`src/rtl/ctrl_pkg.sv`:
```
// Shared encodings for the multi-cycle core controller: opcodes, FSM states,
// PC/writeback mux selects, trap causes and the decode legality check.
package ctrl_pkg;

    typedef enum logic [2:0] {
        ST_IDLE   = 3'd0,
        ST_FETCH  = 3'd1,
        ST_DECODE = 3'd2,
        ST_EXEC   = 3'd3,
        ST_MEM    = 3'd4,
        ST_WB     = 3'd5,
        ST_TRAP   = 3'd6
    } ctrl_state_e;

    localparam logic [6:0] OP_R      = 7'b0110011;
    localparam logic [6:0] OP_IMM    = 7'b0010011;
    localparam logic [6:0] OP_LOAD   = 7'b0000011;
    localparam logic [6:0] OP_STORE  = 7'b0100011;
    localparam logic [6:0] OP_BRANCH = 7'b1100011;
    localparam logic [6:0] OP_JAL    = 7'b1101111;
    localparam logic [6:0] OP_JALR   = 7'b1100111;
    localparam logic [6:0] OP_LUI    = 7'b0110111;
    localparam logic [6:0] OP_AUIPC  = 7'b0010111;

    localparam logic [1:0] PC_SEL_PLUS4 = 2'b00;
    localparam logic [1:0] PC_SEL_IMM   = 2'b01;
    localparam logic [1:0] PC_SEL_JALR  = 2'b10;

    localparam logic [1:0] WB_SEL_ALU   = 2'b00;
    localparam logic [1:0] WB_SEL_MDR   = 2'b01;
    localparam logic [1:0] WB_SEL_LINK  = 2'b10;
    localparam logic [1:0] WB_SEL_IMM   = 2'b11;

    localparam logic [1:0] CAUSE_NONE    = 2'b00;
    localparam logic [1:0] CAUSE_ILLEGAL = 2'b01;
    localparam logic [1:0] CAUSE_IMEM    = 2'b10;
    localparam logic [1:0] CAUSE_DMEM    = 2'b11;

    function automatic logic is_illegal(input logic [6:0] op, input logic [2:0] f3);
        logic bad;
        bad = 1'b0;
        case (op)
            OP_R, OP_IMM, OP_JAL, OP_LUI, OP_AUIPC: bad = 1'b0;
            OP_LOAD:   bad = (f3 == 3'd3) || (f3 == 3'd6) || (f3 == 3'd7);
            OP_STORE:  bad = (f3 > 3'd2);
            OP_BRANCH: bad = (f3 == 3'd2) || (f3 == 3'd3);
            OP_JALR:   bad = (f3 != 3'd0);
            default:   bad = 1'b1;
        endcase
        return bad;
    endfunction

endpackage

```
`src/rtl/wait_timer.sv`:
```
// Counts consecutive memory-wait cycles; expired fires in the wait cycle that
// would bring the count to TIMEOUT. TIMEOUT of 0 never expires.
module wait_timer #(
    parameter int unsigned TIMEOUT = 255
) (
    input  logic clock,
    input  logic reset_n,
    input  logic count_en,
    input  logic clear,
    output logic expired
);

    localparam int unsigned CW = (TIMEOUT < 2) ? 1 : $clog2(TIMEOUT);
    localparam logic [CW-1:0] LAST = CW'((TIMEOUT == 0) ? 0 : TIMEOUT - 1);
    localparam logic ENABLED = (TIMEOUT != 0);

    logic [CW-1:0] count_q;
    logic [CW-1:0] count_d;

    always_comb begin
        expired = ENABLED && count_en && (count_q == LAST);
        count_d = count_q;
        if (clear) begin
            count_d = '0;
        end else if (count_en && ENABLED && (count_q != LAST)) begin
            count_d = count_q + CW'(1);
        end
    end

    always_ff @(posedge clock) begin
        if (!reset_n) begin
            count_q <= '0;
        end else begin
            count_q <= count_d;
        end
    end

endmodule

```
`src/rtl/core_ctrl.sv`:
```
// Multi-cycle control FSM: fetch/decode/exec/mem/writeback sequencing, mux
// selects, sticky trap on illegal instruction or memory timeout, retire count.
module core_ctrl
    import ctrl_pkg::*;
#(
    parameter int unsigned TIMEOUT = 255
) (
    input  logic        clock,
    input  logic        reset_n,
    input  logic [6:0]  opcode,
    input  logic [2:0]  funct3,
    input  logic        imem_valid,
    input  logic        dmem_ready,
    input  logic        br_taken,
    output logic        imem_req,
    output logic        dmem_req,
    output logic        dmem_we,
    output logic        ir_write,
    output logic        mdr_write,
    output logic        rf_we,
    output logic        pc_write,
    output logic        alu_a_sel,
    output logic        alu_b_sel,
    output logic [1:0]  pc_sel,
    output logic [1:0]  wb_sel,
    output logic        trap,
    output logic [1:0]  trap_cause,
    output logic [31:0] instret,
    input  logic        dbg_instret_wr,
    input  logic [31:0] dbg_instret_wdata,
    output ctrl_state_e dbg_state
);

    ctrl_state_e state_q, state_d;
    logic [1:0]  cause_q, cause_d;
    logic [31:0] instret_q, instret_d;
    logic        wait_en;
    logic        expired;

    wait_timer #(.TIMEOUT(TIMEOUT)) u_wait_timer (
        .clock    (clock),
        .reset_n  (reset_n),
        .count_en (wait_en),
        .clear    (~wait_en),
        .expired  (expired)
    );

    always_comb begin
        state_d   = state_q;
        cause_d   = cause_q;
        wait_en   = 1'b0;
        imem_req  = 1'b0;
        dmem_req  = 1'b0;
        dmem_we   = 1'b0;
        ir_write  = 1'b0;
        mdr_write = 1'b0;
        rf_we     = 1'b0;
        pc_write  = 1'b0;
        alu_a_sel = 1'b0;
        alu_b_sel = 1'b0;
        pc_sel    = PC_SEL_PLUS4;
        wb_sel    = WB_SEL_ALU;

        case (state_q)
            ST_IDLE: state_d = ST_FETCH;
            ST_FETCH: begin
                imem_req = 1'b1;
                wait_en  = ~imem_valid;
                // A handshake in the expiry cycle still wins over the timeout.
                if (imem_valid) begin
                    ir_write = 1'b1;
                    state_d  = ST_DECODE;
                end else if (expired) begin
                    state_d = ST_TRAP;
                    cause_d = CAUSE_IMEM;
                end
            end
            ST_DECODE: begin
                if (is_illegal(opcode, funct3)) begin
                    state_d = ST_TRAP;
                    cause_d = CAUSE_ILLEGAL;
                end else begin
                    state_d = ST_EXEC;
                end
            end
            ST_EXEC: begin
                alu_a_sel = (opcode == OP_AUIPC);
                alu_b_sel = (opcode != OP_R) && (opcode != OP_BRANCH);
                if (opcode == OP_BRANCH) begin
                    pc_write = 1'b1;
                    pc_sel   = br_taken ? PC_SEL_IMM : PC_SEL_PLUS4;
                    state_d  = ST_FETCH;
                end else if (opcode == OP_LOAD || opcode == OP_STORE) begin
                    state_d = ST_MEM;
                end else begin
                    state_d = ST_WB;
                end
            end
            ST_MEM: begin
                dmem_req = 1'b1;
                dmem_we  = (opcode == OP_STORE);
                wait_en  = ~dmem_ready;
                if (dmem_ready) begin
                    if (opcode == OP_STORE) begin
                        pc_write = 1'b1;
                        state_d  = ST_FETCH;
                    end else begin
                        mdr_write = 1'b1;
                        state_d   = ST_WB;
                    end
                end else if (expired) begin
                    state_d = ST_TRAP;
                    cause_d = CAUSE_DMEM;
                end
            end
            ST_WB: begin
                rf_we    = 1'b1;
                pc_write = 1'b1;
                state_d  = ST_FETCH;
                case (opcode)
                    OP_JAL:  begin pc_sel = PC_SEL_IMM;  wb_sel = WB_SEL_LINK; end
                    OP_JALR: begin pc_sel = PC_SEL_JALR; wb_sel = WB_SEL_LINK; end
                    OP_LOAD: wb_sel = WB_SEL_MDR;
                    OP_LUI:  wb_sel = WB_SEL_IMM;
                    default: wb_sel = WB_SEL_ALU;
                endcase
            end
            ST_TRAP: state_d = ST_TRAP;
            default: state_d = ST_IDLE;
        endcase

        // Reset held low suppresses every strobe so an aborted instruction
        // cannot leak a final write or memory request.
        if (!reset_n) begin
            wait_en   = 1'b0;
            imem_req  = 1'b0;
            dmem_req  = 1'b0;
            dmem_we   = 1'b0;
            ir_write  = 1'b0;
            mdr_write = 1'b0;
            rf_we     = 1'b0;
            pc_write  = 1'b0;
        end

        instret_d = dbg_instret_wr ? dbg_instret_wdata : instret_q + {31'd0, pc_write};
    end

    always_ff @(posedge clock) begin
        if (!reset_n) begin
            state_q   <= ST_IDLE;
            cause_q   <= CAUSE_NONE;
            instret_q <= '0;
        end else begin
            state_q   <= state_d;
            cause_q   <= cause_d;
            instret_q <= instret_d;
        end
    end

    assign trap       = (state_q == ST_TRAP);
    assign trap_cause = cause_q;
    assign instret    = instret_q;
    assign dbg_state  = state_q;

endmodule

```
`config.mk`:
```
export PLATFORM = sky130hd
export DESIGN_NAME = core_ctrl
export DESIGN_NICKNAME = d
export VERILOG_FILES = /design/src/rtl/ctrl_pkg.sv /design/src/rtl/wait_timer.sv /design/src/rtl/core_ctrl.sv
export SDC_FILE = /design/constraint.sdc
export NUM_CORES = 1
export LEC_CHECK = 0
export BUFFER_PORTS_ARGS = -buffer_cell sky130_fd_sc_hd__buf_2
export CAP_MARGIN = 15
export CORE_MARGIN = 2
export CORE_UTILIZATION = 45
export DETAILED_ROUTE_END_ITERATION = 6
export PLACE_DENSITY = 0.73
export REMOVE_ABC_BUFFERS = 1
export SYNTH_ARGS = -nofsm -noshare
export SYNTH_HDL_FRONTEND = slang
export SYNTH_HIERARCHICAL = 1
export SYNTH_SLANG_ARGS = --single-unit
```
`constraint.sdc`:
```
create_clock -name clock -period 2.9 [get_ports clock]
set_input_delay 0.145 -clock clock [delete_from_list [all_inputs] [get_ports clock]]
set_output_delay 0.145 -clock clock [all_outputs]
set_load 0.02 [all_outputs]
```
# Word-level counts from Yosys, hierarchy flattened
# Cells that the tools add are included.
[totals] reg_bits=45 mem_bits_rw=0 in_bits=48 latch_bits=0 n_memories=0 output_inout_bits=51 romBits=0
[op_classes] bitwise=2 order_cmp=1 n_mux=47 n_reduce_logical=15 eq_ne=28 multipliers=0 n_shift=0 n_div=0 addsub=2
[ops] operator="32-bit by 1-bit adder with 32-bit output" count=1
[ops] operator="32-bit two-way mux" count=1
[ops] operator="1-bit two-way mux" count=26
[ops] operator="7-bit by 6-bit == test with 1-bit output, second input constant" count=3
[ops] operator="7-bit == test, second input constant" count=3
[ops] operator="3-bit two-way mux" count=6
[ops] operator="3-bit case mux with 6 select lines" count=1
[ops] operator="3-bit == test, second input constant" count=5
[ops] operator="7-bit by 5-bit == test with 1-bit output, second input constant" count=2
[ops] operator="3-bit by 2-bit == test with 1-bit output, second input constant" count=4
[ops] operator="2-bit two-way mux" count=6
[ops] operator="2-bit case mux with 3 select lines" count=2
[ops] operator="2-bit != test, second input constant" count=5
[ops] operator="8-bit by 1-bit adder with 8-bit output, second input constant" count=1
[ops] operator="8-bit == test, second input constant" count=1
[ops] operator="8-bit != test, second input constant" count=1
[ops] operator="2-bit case mux with 2 select lines" count=2
[ops] operator="7-bit by 2-bit == test with 1-bit output, second input constant" count=1
[ops] operator="7-bit by 6-bit != test with 1-bit output, second input constant" count=1
[ops] operator="7-bit != test, second input constant" count=1
[ops] operator="6-bit AND reduction" count=1
[ops] operator="3-bit nonzero test" count=2
[ops] operator="1-bit case mux with 5 select lines" count=1
[ops] operator="5-bit OR reduction" count=1
[ops] operator="other kinds (10)" count=17

# Logic depth before layout (Yosys ltp)
[logic_depth] ltp_word=7 ltp_mapped=13 depth_no_buf=12

# Hierarchy
# Netlist, hierarchy kept.
[modules_own_cells] module="core_ctrl" n_inst=1 area_each_um2=2347.3 cells_per_inst=305
[modules_own_cells] module="wait_timer" n_inst=1 area_each_um2=440.4 cells_per_inst=51

# Worst setup path after synthesis
# Ideal clock, no wire load.
[synth_path] kind="input-to-reg" startpoint="input opcode[2]" endpoint="register instret_q[22] (netlist: instret[22])" setup_slack_ns=-0.369 setup_time_ns=0.133 stages=13 t_arrival_ns=3.137 path_cell_list="clkbuf_1 -> nand4bb_1 -> or3_1 -> nor3_1 -> nand2_1 -> a21boi_0 -> ha_1 -> ha_1 -> and4_1 -> nand2_1 -> nor4_1 -> xnor2_1 -> a21oi_1"
[synth_between] elab_chain_len=7
[synth_rtl] element="start, declared" line_no="core_ctrl.sv:10" source="input logic [6:0] opcode,"
[synth_rtl] element="7-bit by 6-bit == test with 1-bit output" line_no="core_ctrl.sv:104" source="if (opcode == OP_STORE) begin"
[synth_rtl] element="1-bit two-way mux" line_no="core_ctrl.sv:104"
[synth_rtl] element="1-bit two-way mux" line_no="core_ctrl.sv:103" source="if (dmem_ready) begin"
[synth_rtl] element="1-bit case mux with 3 select lines *" line_no="core_ctrl.sv:64" source="case (state_q)"
[synth_rtl] element="1-bit two-way mux *" line_no="core_ctrl.sv:134" source="if (!reset_n) begin"
[synth_rtl] element="named net pc_write" line_no="core_ctrl.sv:21" source="output logic pc_write,"
[synth_rtl] element="32-bit by 1-bit adder with 32-bit output *" line_no="core_ctrl.sv:145" source="instret_d = dbg_instret_wr ? dbg_instret_wdata : instret_q + {31'd0, pc_write};"
[synth_rtl] element="32-bit two-way mux *" line_no="core_ctrl.sv:145"
[synth_rtl] element="end signal, assigned" line_no="core_ctrl.sv:156" source="instret_q <= instret_d;"
[synth_rtl] element="end, declared" line_no="core_ctrl.sv:36" source="logic [31:0] instret_q, instret_d;"
# The timed path passes the listed nets; every way through them passes the cells marked *.
# A chain may end at the register's enable or synchronous reset.

# Worst setup path in the final report
[layout_path] startpoint="input opcode[3]" endpoint="register instret_q[20] (netlist: instret[20])"
[layout_between] elab_chain_len=7
[layout_rtl] element="7-bit by 6-bit == test with 1-bit output" line_no="core_ctrl.sv:104"
[layout_rtl] element="1-bit two-way mux" line_no="core_ctrl.sv:104"
[layout_rtl] element="1-bit two-way mux" line_no="core_ctrl.sv:103"
[layout_rtl] element="1-bit case mux with 3 select lines *" line_no="core_ctrl.sv:64"
[layout_rtl] element="1-bit two-way mux *" line_no="core_ctrl.sv:134"
[layout_rtl] element="32-bit by 1-bit adder with 32-bit output *" line_no="core_ctrl.sv:145"
[layout_rtl] element="32-bit two-way mux *" line_no="core_ctrl.sv:145"
# Mark *: on every way between the ends. The rest lies on a longest branch, timed or not.

==> results.py <==
metrics = {
    "status": {
        "status": "complete, no violations",
    },
    "critical_path": {
        "crit_path_max_fanout": 4,
        "cpPeakStageDelay_ps": 350,
        "criticalPathCategory": "in2reg",
        "path_cells": "buf_2 -> nand4bb_1 -> or3_1 -> nor3_1 -> nand2_1 -> a21boi_0 -> ha_1 -> ha_1 -> and4_1 -> nand2_1 -> nor4_1 -> xnor2_1 -> a21oi_1",
        "crit_path_end_kind": "register",
        "crit_arrival_ps": 2810,
        "path_buf_inv": 1,
        "cp.required_ps": 3080,
        "rrSetupSlack_ps": 380,
        "cp_top_family": "simple AND/OR/NAND/NOR gates",
        "start_kind": "primary input",
        "slowest_stage": "or3_1",
    },
    "logic_synthesis": {
        "syn_inst": 356,
        "ys_seq_area_frac": 0.3232,
        "synth_top_area_share": 0.3232,
        "synth_ff_type": "dfxtp_1",
        "synth_area_um2": 2788,
        "yosys_warnings": 6,
        "async_flop_share": 0,
        "synthTopCellsByArea": "dfxtp_1, o21ai_0, a21oi_1",
        "postSynthAreaPerCell_um2": 7.831,
        "synth.most_common_cell": "dfxtp_1",
        "ys_ff_latch": 45,
        "post-synth-top-area-cell": "dfxtp_1",
        "yosysUniqueCellTypes": 51,
        "ys_top_cells_by_count": "dfxtp_1, o21ai_0, a21oi_1, nand2_1, nand3_1",
        "synth_edf_count": 0,
    },
    "clock_tree": {
        "cts.sinks": 45,
        "cts_max_path_buffers": 2,
        "path_clk_slew_ps": 90,
        "postCtsSetupRepairBufs": 0,
        "cts_tree": "built",
        "clkLatencyLatePin_ps": 300,
        "cts_root_buf": "clkbuf_8",
        "htreeDepth": 2,
        "cts_hold_buffers": 0,
        "cts_buffers": 5,
        "ctsResizeCount": 0,
    },
    "placed_design": {
        "port_buffers": 98,
        "gp_congestion": 0.8616,
        "hpwl_um": 5539,
    },
    "final_layout": {
        "syn_to_final_growth_pct": 26.12,
        "fin_nets": 510,
        "layout-drive-gt1-share": 0.2919,
        "n_antenna_cell": 0,
        "finish.utilization": 0.5903,
    },
    "sta": {
        "max_slew_margin": 0.6606,
        "finalSetupViolCount": 0,
        "fmax_ghz": 0.3808,
        "period_share": 0.9055,
        "period_minus_slack_ps": 2626,
        "timing_hold_violations_final": 0,
        "worst_slew_pin_slew_ps": 508.1,
        "drv_slew": 0,
        "clock_skew_ps": 6.067,
        "holdWs_ps": 67.22,
    },
    "route": {
        "detail-route-antenna-nets": 0,
        "vias": 2997,
        "wl_per_cell_um": 13.82,
        "dr.pass1.iters": 4,
        "routed_wirelength_um": 7379,
        "vias_per_cell": 5.612,
        "drcViolationCount": 0,
        "drtIter0Drc": 130,
    },
    "grt": {
        "grt_pass1_wl_um": 11670,
        "grt_pass1_vias": 2603,
        "grt.overflow.total": 0,
        "antenna_found_initial": 0,
        "grt_max_degree": 39,
        "grtUsageTotal": 0.2168,
    },
    "power": {
        "leakagePower_nw": 1.524,
        "clkPwrFrac": 0.281,
        "power_density_nw_per_um2": 388.6,
        "p_seq_frac": 0.512,
        "combPwrFrac": 0.208,
        "p_sw_frac": 0.3111,
        "p_total_mw": 1.366,
        "ir_drop_uv": 204.8,
        "p_int_mw": 0.9413,
        "switchingPower_mw": 0.4251,
    },
    "floorplanning": {
        "boundaryPins": 99,
        "core_area_um2": 5956,
        "rows": 28,
        "die_h_um": 82.71,
        "dieArea_um2": 6840,
        "start_util": 0.4681,
        "fp.dieW_um": 82.71,
    },
    "min_path": {
        "hold_path.class": "in2reg",
    },
    "flow_run": {
        "cap_violations": 0,
    },
}
[through the flow]
step                cell area [um^2]  worst slack, ps  setup TNS [ps]  cells
floorplan                       2709           -224.7           -1013    336
global placement                3421            88.14               0    526
detailed placement              3421            8.981               0    526
CTS                             3503            305.9               0    534
finish                          3516            273.9               0    534
global route                    3516           -13.19          -13.19    534
[flip-flops by register name, summed over array words and instances (netlist names)]
| signal | cells |
|---|---|
| u_wait_timer/count_q | 8 |
| instret | 32 |
| dbg_state | 3 |
| trap_cause | 2 |
[worst paths after layout]
kind         depth (start not counted)                       to               startpoint
max reg2reg                         10              instret[20]             dbg_state[2]
min                                  2               instret[3]     dbg_instret_wdata[3]
max                                 13              instret[20]                opcode[3]
min reg2reg                          2  u_wait_timer/count_q[4]  u_wait_timer/count_q[4]
[per-layer routing]
| metal | global-route usage | up-vias | share of wire |
|---|---|---|---|
| li1 | - | 1497 | - |
| met1 | 0.2700 | 1368 | 0.42 |
| met2 | 0.3798 | 121 | 0.49 |
| met3 | 0.05326 | 11 | 0.080 |
| met4 | 0.04262 | 0 | 0.012 |
| met5 | 0 | - | 0 |
[cell usage in the layout, fill, tap and decap left out, types with 4 or more instances in the layout]
cell | Yosys | layout
nand3b_1 | 4 | 4
dfxtp_1 | 45 | 45
xor2_1 | 16 | 16
buf_4 | 1 | 17
nor3_1 | 8 | 8
inv_1 | 6 | 6
and2_1 | 8 | 8
nand4_1 | 9 | 9
o211a_1 | 4 | 4
a21oi_1 | 30 | 30
buf_2 | 0 | 98
and3_1 | 13 | 13
nor2_1 | 18 | 18
nand2b_1 | 7 | 7
nor2b_1 | 11 | 11
mux2i_1 | 4 | 4
ha_1 | 4 | 4
nand3_1 | 23 | 23
clkbuf_8 | 0 | 5
o21ai_0 | 33 | 33
nor4_1 | 10 | 8
xnor2_1 | 14 | 14
nand2_1 | 27 | 27
[power by group through the flow]
stage          logic [mW]  clock network, mW  registers [mW]
2_1_floorplan       0.114                  0           0.752
3_3_place_gp        0.279                  0           0.711
3_5_place_dp        0.282                  0           0.713
4_1_cts             0.284              0.389           0.699
5_1_grt             0.313              0.418           0.706
6_report            0.284              0.383           0.699
[cell families (layout without fill, tap and decap cells)]
| kind of cell | Yosys count | count (layout) | synth area share |
|---|---|---|---|
| multiplexers | 6 | 6 | 0.02244 |
| buffers and inverters | 27 | 130 | 0.03770 |
| AO/OA/AOI/OAI | 87 | 87 | 0.1836 |
| XOR/XNOR | 30 | 30 | 0.09425 |
| adder cells (fa/ha/maj) | 4 | 4 | 0.01795 |
| AND/OR/NAND/NOR | 157 | 157 | 0.3209 |
| flip-flops | 45 | 45 | 0.3232 |
[final cells by class]
type,count,area (um^2)
Multi-Input combinational cell,284,1794
Fill cell,562,2440
Sequential cell,45,900.9
Inverter,7,26.28
Tap cell,75,93.84
Clock buffer,6,72.57
Clock inverter,2,10.01
Timing Repair Buffer,115,618.1
[worst register-to-register path: stages (launching register included)]
cell and delay [ps]:
dfxtp_1 340, nor4b_1 280, o21ai_0 110, a21boi_0 250
ha_1 210, ha_1 210, and4_1 280, nand2_1 140
nor4_1 330, xnor2_1 170, a21oi_1 80
Note: power is estimated with default switching activity, not from simulation.
